## src/rtl/if_fetch_queue.sv

```systemverilog
// Fetch stage: owns the PC, issues in-order imem requests, pairs responses with PCs, buffers for decode.
// Response at edge N is visible on id_* after edge N; requests stall once in-flight + dropped + buffered reach DEPTH.
module if_fetch_queue #(
   parameter logic [31:0] RESET_PC = 32'h0000_0000,
   parameter int unsigned DEPTH    = 2
) (
   input  logic        clock,
   input  logic        reset_n,
   output logic        imem_req_valid,
   input  logic        imem_req_ready,
   output logic [31:0] imem_req_addr,
   input  logic        imem_rsp_valid,
   input  logic [31:0] imem_rsp_data,
   input  logic        redirect_valid,
   input  logic [31:0] redirect_pc,
   input  logic        id_ready,
   output logic        id_valid,
   output logic [31:0] id_instr,
   output logic [31:0] id_pc
);
   localparam int unsigned PW = $clog2(DEPTH);
   localparam int unsigned CW = PW + 1;
   localparam logic [CW:0] DEPTH_C = (CW+1)'(DEPTH);
   localparam logic [31:0] NOP = 32'h0000_0013;

   typedef enum logic {RUN, DRAIN} state_t;

   state_t          state_q, state_d;
   logic [31:0]     pc_q, pc_d;
   logic [CW-1:0]   inflight_q, inflight_d;
   logic [CW-1:0]   drop_q, drop_d;
   logic [CW-1:0]   count_q, count_d;
   logic [PW-1:0]   q_rd_q, q_rd_d, q_wr_q, q_wr_d;
   logic [PW-1:0]   pp_rd_q, pp_rd_d, pp_wr_q, pp_wr_d;
   logic            id_valid_q, id_valid_d;
   logic [31:0]     id_instr_q, id_instr_d;
   logic [31:0]     id_pc_q, id_pc_d;

   logic [31:0]     q_instr_q [DEPTH];
   logic [31:0]     q_pc_q    [DEPTH];
   logic [31:0]     pp_q      [DEPTH];

   logic [CW:0]     occ;
   logic            req_fire, rsp_drop, rsp_take, q_push, q_pop;
   logic [31:0]     rsp_pc;

   // Dropped responses still occupy a slot until they return, so they count against DEPTH.
   assign occ            = {1'b0, inflight_q} + {1'b0, drop_q} + {1'b0, count_q};
   assign imem_req_valid = reset_n & (occ < DEPTH_C) & ~redirect_valid;
   assign imem_req_addr  = pc_q;
   assign req_fire       = imem_req_valid & imem_req_ready;
   assign rsp_drop       = imem_rsp_valid & (state_q == DRAIN);
   assign rsp_take       = imem_rsp_valid & (state_q == RUN) & (inflight_q != '0);
   assign rsp_pc         = pp_q[pp_rd_q];
   assign q_push         = rsp_take & ~redirect_valid;
   assign q_pop          = id_valid_q & id_ready & ~redirect_valid;

   assign id_valid = id_valid_q;
   assign id_instr = id_instr_q;
   assign id_pc    = id_pc_q;

   always_comb begin
      pc_d       = pc_q;
      inflight_d = inflight_q;
      drop_d     = drop_q - CW'(rsp_drop);
      count_d    = count_q;
      q_rd_d     = q_rd_q;
      q_wr_d     = q_wr_q;
      pp_wr_d    = pp_wr_q + PW'(req_fire);
      pp_rd_d    = pp_rd_q + PW'(rsp_drop | rsp_take);
      id_valid_d = 1'b0;
      id_instr_d = id_instr_q;
      id_pc_d    = id_pc_q;

      if (redirect_valid) begin
         pc_d       = redirect_pc & 32'hFFFF_FFFC;
         inflight_d = '0;
         drop_d     = drop_q - CW'(rsp_drop) + inflight_q - CW'(rsp_take);
         count_d    = '0;
         q_rd_d     = '0;
         q_wr_d     = '0;
      end else begin
         if (req_fire) pc_d = pc_q + 32'd4;
         inflight_d = inflight_q + CW'(req_fire) - CW'(rsp_take);
         count_d    = count_q + CW'(q_push) - CW'(q_pop);
         q_rd_d     = q_rd_q + PW'(q_pop);
         q_wr_d     = q_wr_q + PW'(q_push);
      end

      // Next head is either an existing slot or the word being written this edge.
      if (count_d != '0) begin
         id_valid_d = 1'b1;
         if (q_push && (q_rd_d == q_wr_q)) begin
            id_instr_d = imem_rsp_data;
            id_pc_d    = rsp_pc;
         end else begin
            id_instr_d = q_instr_q[q_rd_d];
            id_pc_d    = q_pc_q[q_rd_d];
         end
      end

      state_d = (drop_d != '0) ? DRAIN : RUN;
   end

   always_ff @(posedge clock) begin
      if (!reset_n) begin
         state_q    <= RUN;
         pc_q       <= RESET_PC;
         inflight_q <= '0;
         drop_q     <= '0;
         count_q    <= '0;
         q_rd_q     <= '0;
         q_wr_q     <= '0;
         pp_rd_q    <= '0;
         pp_wr_q    <= '0;
         id_valid_q <= 1'b0;
         id_instr_q <= NOP;
         id_pc_q    <= RESET_PC;
      end else begin
         state_q    <= state_d;
         pc_q       <= pc_d;
         inflight_q <= inflight_d;
         drop_q     <= drop_d;
         count_q    <= count_d;
         q_rd_q     <= q_rd_d;
         q_wr_q     <= q_wr_d;
         pp_rd_q    <= pp_rd_d;
         pp_wr_q    <= pp_wr_d;
         id_valid_q <= id_valid_d;
         id_instr_q <= id_instr_d;
         id_pc_q    <= id_pc_d;
      end
   end

   always_ff @(posedge clock) begin
      if (q_push) begin
         q_instr_q[q_wr_q] <= imem_rsp_data;
         q_pc_q[q_wr_q]    <= rsp_pc;
      end
      if (req_fire) pp_q[pp_wr_q] <= pc_q;
   end
endmodule

```

## config.mk

```make
export PLATFORM = sky130hd
export DESIGN_NAME = if_fetch_queue
export DESIGN_NICKNAME = d
export VERILOG_FILES = /design/src/rtl/if_fetch_queue.sv
export SDC_FILE = /design/constraint.sdc
export NUM_CORES = 1
export LEC_CHECK = 0
export BUFFER_PORTS_ARGS = -buffer_cell sky130_fd_sc_hd__buf_4
export CORE_MARGIN = 3
export CORE_UTILIZATION = 61
export DETAILED_ROUTE_END_ITERATION = 16
export PLACE_DENSITY = 0.94
export SLEW_MARGIN = 20
export SYNTH_ARGS = -nofsm -noshare
export SYNTH_HDL_FRONTEND = slang
export SYNTH_SLANG_ARGS = --single-unit
```

## constraint.sdc

```tcl
create_clock -name clock -period 8.7 [get_ports clock]
set_input_delay 1.74 -clock clock [delete_from_list [all_inputs] [get_ports clock]]
set_output_delay 1.74 -clock clock [all_outputs]
set_load 0.1 [all_outputs]
```

==> key figures, run 1 <==
GRT
  – Vias in the first global route: 8178
  – Largest net degree at the start of global routing: 63
  – Global-route wire length before repair: 42240 um
  – GRT Util Overall: 0.2559
  – Initial antenna violation count: 0
  – GR Overflow Total: 0

Critical path
  – Worst Path Required: 6.96 ns
  – Critical Path Source Type: primary input
  – CP Data Arrival Time: 3.80 ns
  – Crit-path cells: buf_4 -> inv_1 -> nand2_1 -> nor3b_1 -> buf_4
  – Critical path class: in2out
  – Critical path's slowest cell: inv_1
  – Crit-path max FO: 44
  – CP most frequent cell: buf_4
  – Worst setup EP type: primary output
  – CP peak stage delay: 0.66 ns

Logic synthesis
  – Share of flip-flops with an asynchronous set or reset: 0
  – Top cells by area, synth: edfxtp_1 (47%), dfxtp_1 (18%), mux2_2 (5.9%)
  – YS warnings: 0
  – Post-synth EDFFs: 184
  – Post-Syn Instances: 892
  – Yosys reg bits: 289
  – Most frequent cells after synthesis: edfxtp_1 (184), dfxtp_1 (105), nor2_1 (91)
  – Top-area cell type share of the netlist area: 0.4717
  – Sequential fraction of the synthesis area: 0.6512
  – Top FF cell, synth: edfxtp_1
  – Post-Syn Area: 11710 um2
  – Avg Inst Size Synth: 13.13 um2
  – Most common cell in the netlist: edfxtp_1
  – Number of distinct library cells after synthesis: 52
  – Synth area leader: edfxtp_1

Clock network
  – CTS buffer count: 28
  – Post-CTS sizing: 0
  – # Post-CTS Setup Buffers: 0
  – CTS max path bufs: 3
  – Htree depth: 1
  – Clock latency on the worst-skew pair: 0.53 ns
  – Clock root cell: clkbuf_16
  – Hold buffers post-CTS: 0
  – CTS sink cnt: 289
  – TritonCTS clock tree: done
  – Reg clk slew, reported paths: 0.06 ns

Layout
  – Multi-input logic area: 3800 um2
  – Number of fill cells: 1127
  – Register area: 7627 um2
  – Antenna cells: 0
  – Fin nets: 1124
  – Area Overhead vs Synth: 19.89%
  – Layout cells sized above 1: 0.2720
  – Non-filler cells, final: 1293

STA
  – RSZ-0062 raised after global routing: no
  – Tcrit/Tclk final: 0.6363
  – FMAX: 180.7 MHz
  – Hold slack: 0.4664 ns
  – Setup violations, final: 0
  – Final Hold Fails: 0
  – Total negative slack: 0 ns
  – Relative slew slack: 0.3167
  – Skew final: 0.009198 ns
  – Least-Margin Pin Slew: 1.019 ns
  – Worst setup margin: 3.165 ns
  – Min cycle time layout: 5.535 ns
  – Fin. max-slew vios: 0

Floorplanning
  – Std-Cell Rows: 50
  – Total core area: 18770 um2
  – DIE HEIGHT: 144.6 um
  – I/O pins: 168
  – Die width: 144.6 um
  – Initial core utilization: 0.6241
  – Die ar.: 20900 um2

Placement
  – Inst Count DP: 1243
  – Hpwl dp: 16150 um
  – Pre-CTS setup slack: 3.237 ns
  – Placer Congestion: 0.7888
  – Port-buffer cells: 161

Detailed routing
  – Number of routed nets with antenna violations: 0
  – Routed WL: 27450 um
  – Routed len/inst: 21.23 um
  – DRC: 0
  – Via count: 8000
  – Initial DRT Pass Iterations: 5
  – Vias per cell: 6.187
  – DR iter-0 viols: 532

Min path
  – Hold WC Path Type: reg2reg

Run
  – Max cap viols: 0

Pwr
  – Max IR drop VDD: 0.1382 mV
  – Final Power: 0.003136 W
  – Static Leak: 5.169 nW
  – Pwr dens: 223.3 nW/um2

Outcome
  – Status: complete, no violations
==> per-layer routing <==
metal	part of all wire	global-route usage
met4	0.026	0.1026
met2	0.49	0.4292
met1	0.40	0.3327
met5	0	0
met3	0.080	0.04563
==> state kept, by name, summed over array words and instances (netlist names), named ones only <==
signal,cells
q_instr_q,64
pp_q,60
q_pc_q,60
id_instr,32
id_pc,30
imem_req_addr,30
count_q,2
drop_q,2
inflight_q,2
id_valid,1
pp_rd_q,1
pp_wr_q,1
q_rd_q,1
q_wr_q,1
state_q,1
==> area by class of cell <==
cell class / count / area share
sequential: 289 / 0.5432
multi-input combinational: 531 / 0.2706
timing repair buffer: 171 / 0.09142
clock buffer: 35 / 0.05471
tap: 234 / 0.02085
clock inverter: 15 / 0.01443
inverter: 18 / 0.004812
==> final timing paths <==
| path | endpoint | cells after the start | from | slack, ns |
|---|---|---|---|---|
| setup reg to reg | id_pc[3]$_SDFFE_PN0P_ | 11 | inflight_q[0]$_SDFF_PP0_ | 5.13 |
| setup / recovery | imem_req_valid | 5 | redirect_valid | 3.16 |
| hold reg to reg | id_instr[21]$_SDFFE_PN0P_ | 1 | id_instr[21]$_SDFFE_PN0P_ | 0.47 |
| hold / removal | id_instr[21]$_SDFFE_PN0P_ | 1 | id_instr[21]$_SDFFE_PN0P_ | 0.47 |
==> cell usage in the layout (no fill, tap or decap), drive strengths merged, types with 9 or more instances in the layout <==
master	count
a21oi	21
a31oi	12
and2	9
buf	171
clkbuf	35
clkinv	10
dfxtp	105
edfxtp	184
ha	14
inv	17
mux2	93
nand2	32
nand3	17
nand4	10
nor2	94
o21ai	80
o2bb2ai	59
xnor2	15
==> where the power goes <==
group	leakage (nW)	internal [W]	switching (W)
logic	2.17	0.000102	0.000229
clock network	0.476	0.000771	0.000498
registers	2.53	0.00150	0.0000322
total	5.17	0.00238	0.000759
==> worst max-delay path, delay by kind of cell <==
family | cells | cell delay (ns)
simple gates | 2 | 0.76
buf+inv | 3 | 1.26
==> stage by stage <==
stage          instance area [um2]  utilization
6_report                     14040       0.7482
3_5_place_dp                 13070       0.6965
5_1_grt                      14040       0.7482
2_1_floorplan                11720            -
4_1_cts                      14040       0.7482
3_3_place_gp                 13070       0.6962
==> cell families after synthesis <==
logic type | synth area share
flip-flops | 0.6512
AO/OA/AOI/OAI | 0.1132
AND/OR/NAND/NOR | 0.07820
multiplexers | 0.09134
buffers and inverters | 0.02788
XOR/XNOR | 0.02115
adder cells (fa/ha/maj) | 0.01667
other | 0.0003202
Note: power is estimated with default switching activity, not from simulation.
==> run 2, diff against run 1 <==
Settings changed: CORE_UTILIZATION 61 to 57, PLACE_DENSITY 0.94 to 0.89.
Clock period 8.7 ns to 5.15 ns, I/O delays scaled along.
==> key figures, run 2 (synthesis results as in run 1) <==
Run
  – Max cap viols: 0

STA
  – RSZ-0062 raised after global routing: no
  – Worst setup margin: 1.268 ns
  – Tcrit/Tclk final: 0.7539
  – Setup violations, final: 0
  – Fin. max-slew vios: 0
  – Final Hold Fails: 0
  – Least-Margin Pin Slew: 1.024 ns
  – Min cycle time layout: 3.882 ns
  – Hold slack: 0.4639 ns
  – FMAX: 257.6 MHz
  – Skew final: 0.01089 ns
  – Relative slew slack: 0.3132
  – Total negative slack: 0 ns

Clock network
  – Post-CTS sizing: 0
  – Clock latency on the worst-skew pair: 0.55 ns
  – Htree depth: 1
  – Clock root cell: clkbuf_16
  – # Post-CTS Setup Buffers: 0
  – CTS sink cnt: 289
  – CTS buffer count: 29
  – Reg clk slew, reported paths: 0.06 ns
  – CTS max path bufs: 3
  – TritonCTS clock tree: done
  – Hold buffers post-CTS: 0

Floorplanning
  – Die width: 149.3 um
  – Total core area: 19850 um2
  – DIE HEIGHT: 149.3 um
  – Die ar.: 22300 um2
  – I/O pins: 168
  – Std-Cell Rows: 51
  – Initial core utilization: 0.5902

Layout
  – Regs by FF count: q_instr_q (64), pp_q (60), q_pc_q (60)
  – Most common library cell in the layout ignoring fill and taps: edfxtp_1
  – Antenna cells: 0
  – Fin nets: 1129
  – Final core utilization: 0.7066
  – Largest register FFs: 64
  – Layout cells sized above 1: 0.2692
  – Commonest cells after routing, fill and taps aside: edfxtp_1 (184), buf_4 (173), dfxtp_1 (105)
  – Area Overhead vs Synth: 19.72%
  – Top reg by flops: q_instr_q
  – Number of fill cells: 1298

Detailed routing
  – Vias per cell: 5.978
  – Number of routed nets with antenna violations: 0
  – Initial DRT Pass Iterations: 5
  – Routed len/inst: 19.60 um
  – DR iter-0 viols: 523
  – Via count: 7957
  – DRC: 0
  – Routed WL: 26090 um

Critical path
  – Cell family with most CP delay: adder cells
  – CP most frequent cell: inv_1
  – Crit-path cells: inv_1 -> fa_1 -> inv_1 -> ha_1 -> xor2_1 -> nor3b_1 -> buf_4
  – CP peak stage delay: 0.56 ns
  – Flop2flop setup slack: 1.83 ns
  – Critical Path Source Type: register
  – RR Startpoint: inflight_q[1]$_SDFF_PP0_
  – Worst reg2reg path endpoint: pp_q[0][8]$_DFFE_PP_
  – CP Data Arrival Time: 2.85 ns
  – Critical path's slowest cell: fa_1
  – Crit-path max FO: 4
  – Critical path class: reg2out
  – Worst setup EP type: primary output
  – Worst Path Required: 4.12 ns
  – WP buf/inv: 3
  – Path depth of the worst reg2reg path: 9

GRT
  – GR Overflow Total: 0
  – Vias in the first global route: 8057
  – Global-route wire length before repair: 41890 um
  – Largest net degree at the start of global routing: 63
  – Initial antenna violation count: 0
  – GRT Util Overall: 0.2336

Outcome
  – Status: complete, no violations

Min path
  – HP Start: id_pc[5]$_SDFFE_PN0P_
  – Hold WC Path Type: reg2reg
  – Hold depth: 1
  – Hold Path End: id_pc[5]$_SDFFE_PN0P_

Pwr
  – Max IR drop VDD: 0.2526 mV
  – Pwr dens: 361.5 nW/um2
  – Static Leak: 5.138 nW

Placement
  – Placer Congestion: 0.8335
  – Pre-CTS setup slack: 1.205 ns
  – Hpwl dp: 16140 um
  – Port-buffer cells: 161
## run 2: cell types whose count changed in the layout (fill, tap and decap cells not counted)
cell and delta:
buf_12 +2, buf_4 +2, bufinv_16 -4, clkbuf_1 +4, clkbuf_8 -2, clkinv_1 +4, clkinv_4 -1, inv_6 +2
nand2b_2 +1, nand2b_4 -1
## run 2: worst max path at each step
stage / from / endpoint / slack [ns] / depth (start not counted)
final: inflight_q[1]$_SDFF_PP0_ / imem_req_valid / 1.27 / 7
after global routing: inflight_q[1]$_SDFF_PP0_ / imem_req_valid / 1.16 / 7
after CTS: inflight_q[1]$_SDFF_PP0_ / imem_req_valid / 1.25 / 7
after detailed placement: redirect_valid / id_instr[28]$_SDFFE_PN0P_ / 1.21 / 11
after global placement: redirect_valid / id_instr[28]$_SDFFE_PN0P_ / 1.35 / 11
after floorplan: redirect_valid / imem_req_valid / 0.47 / 4
## run 2: per-layer routing
| metal | global-route usage | vias to the layer above | wire (um) |
|---|---|---|---|
| met5 | 0 | - | 0 |
| met4 | 0.07689 | 0 | 478 |
| met3 | 0.04011 | 45 | 2277 |
| met2 | 0.3810 | 369 | 12530 |
| met1 | 0.3222 | 3921 | 10800 |
| li1 | - | 3622 | - |
## run 2: final cells by class
type,count,area [um2],share of cell area
timing repair buffer,175,1339,0.09548
multi-input combinational,531,3795,0.2706
tap,265,331.6,0.02365
clock inverter,16,106.4,0.007585
sequential,289,7627,0.5439
clock buffer,37,755.7,0.05389
inverter,18,67.56,0.004818
## run 2: stage by stage
step           cells  instance area (um2)  total power (W)
6_report        1331                14020         0.005069
5_1_grt         1331                14020         0.005237
4_1_cts         1331                14020         0.005098
3_5_place_dp    1278                13160         0.003185
3_3_place_gp    1278                13160         0.003165
2_1_floorplan    895                11720         0.003023
## run 2: power breakdown
| group | switching [W] | internal [W] |
|---|---|---|
| Clock | 0.000841 | 0.00108 |
| Sequential | 0.0000522 | 0.00254 |
| Combinational | 0.000377 | 0.000173 |
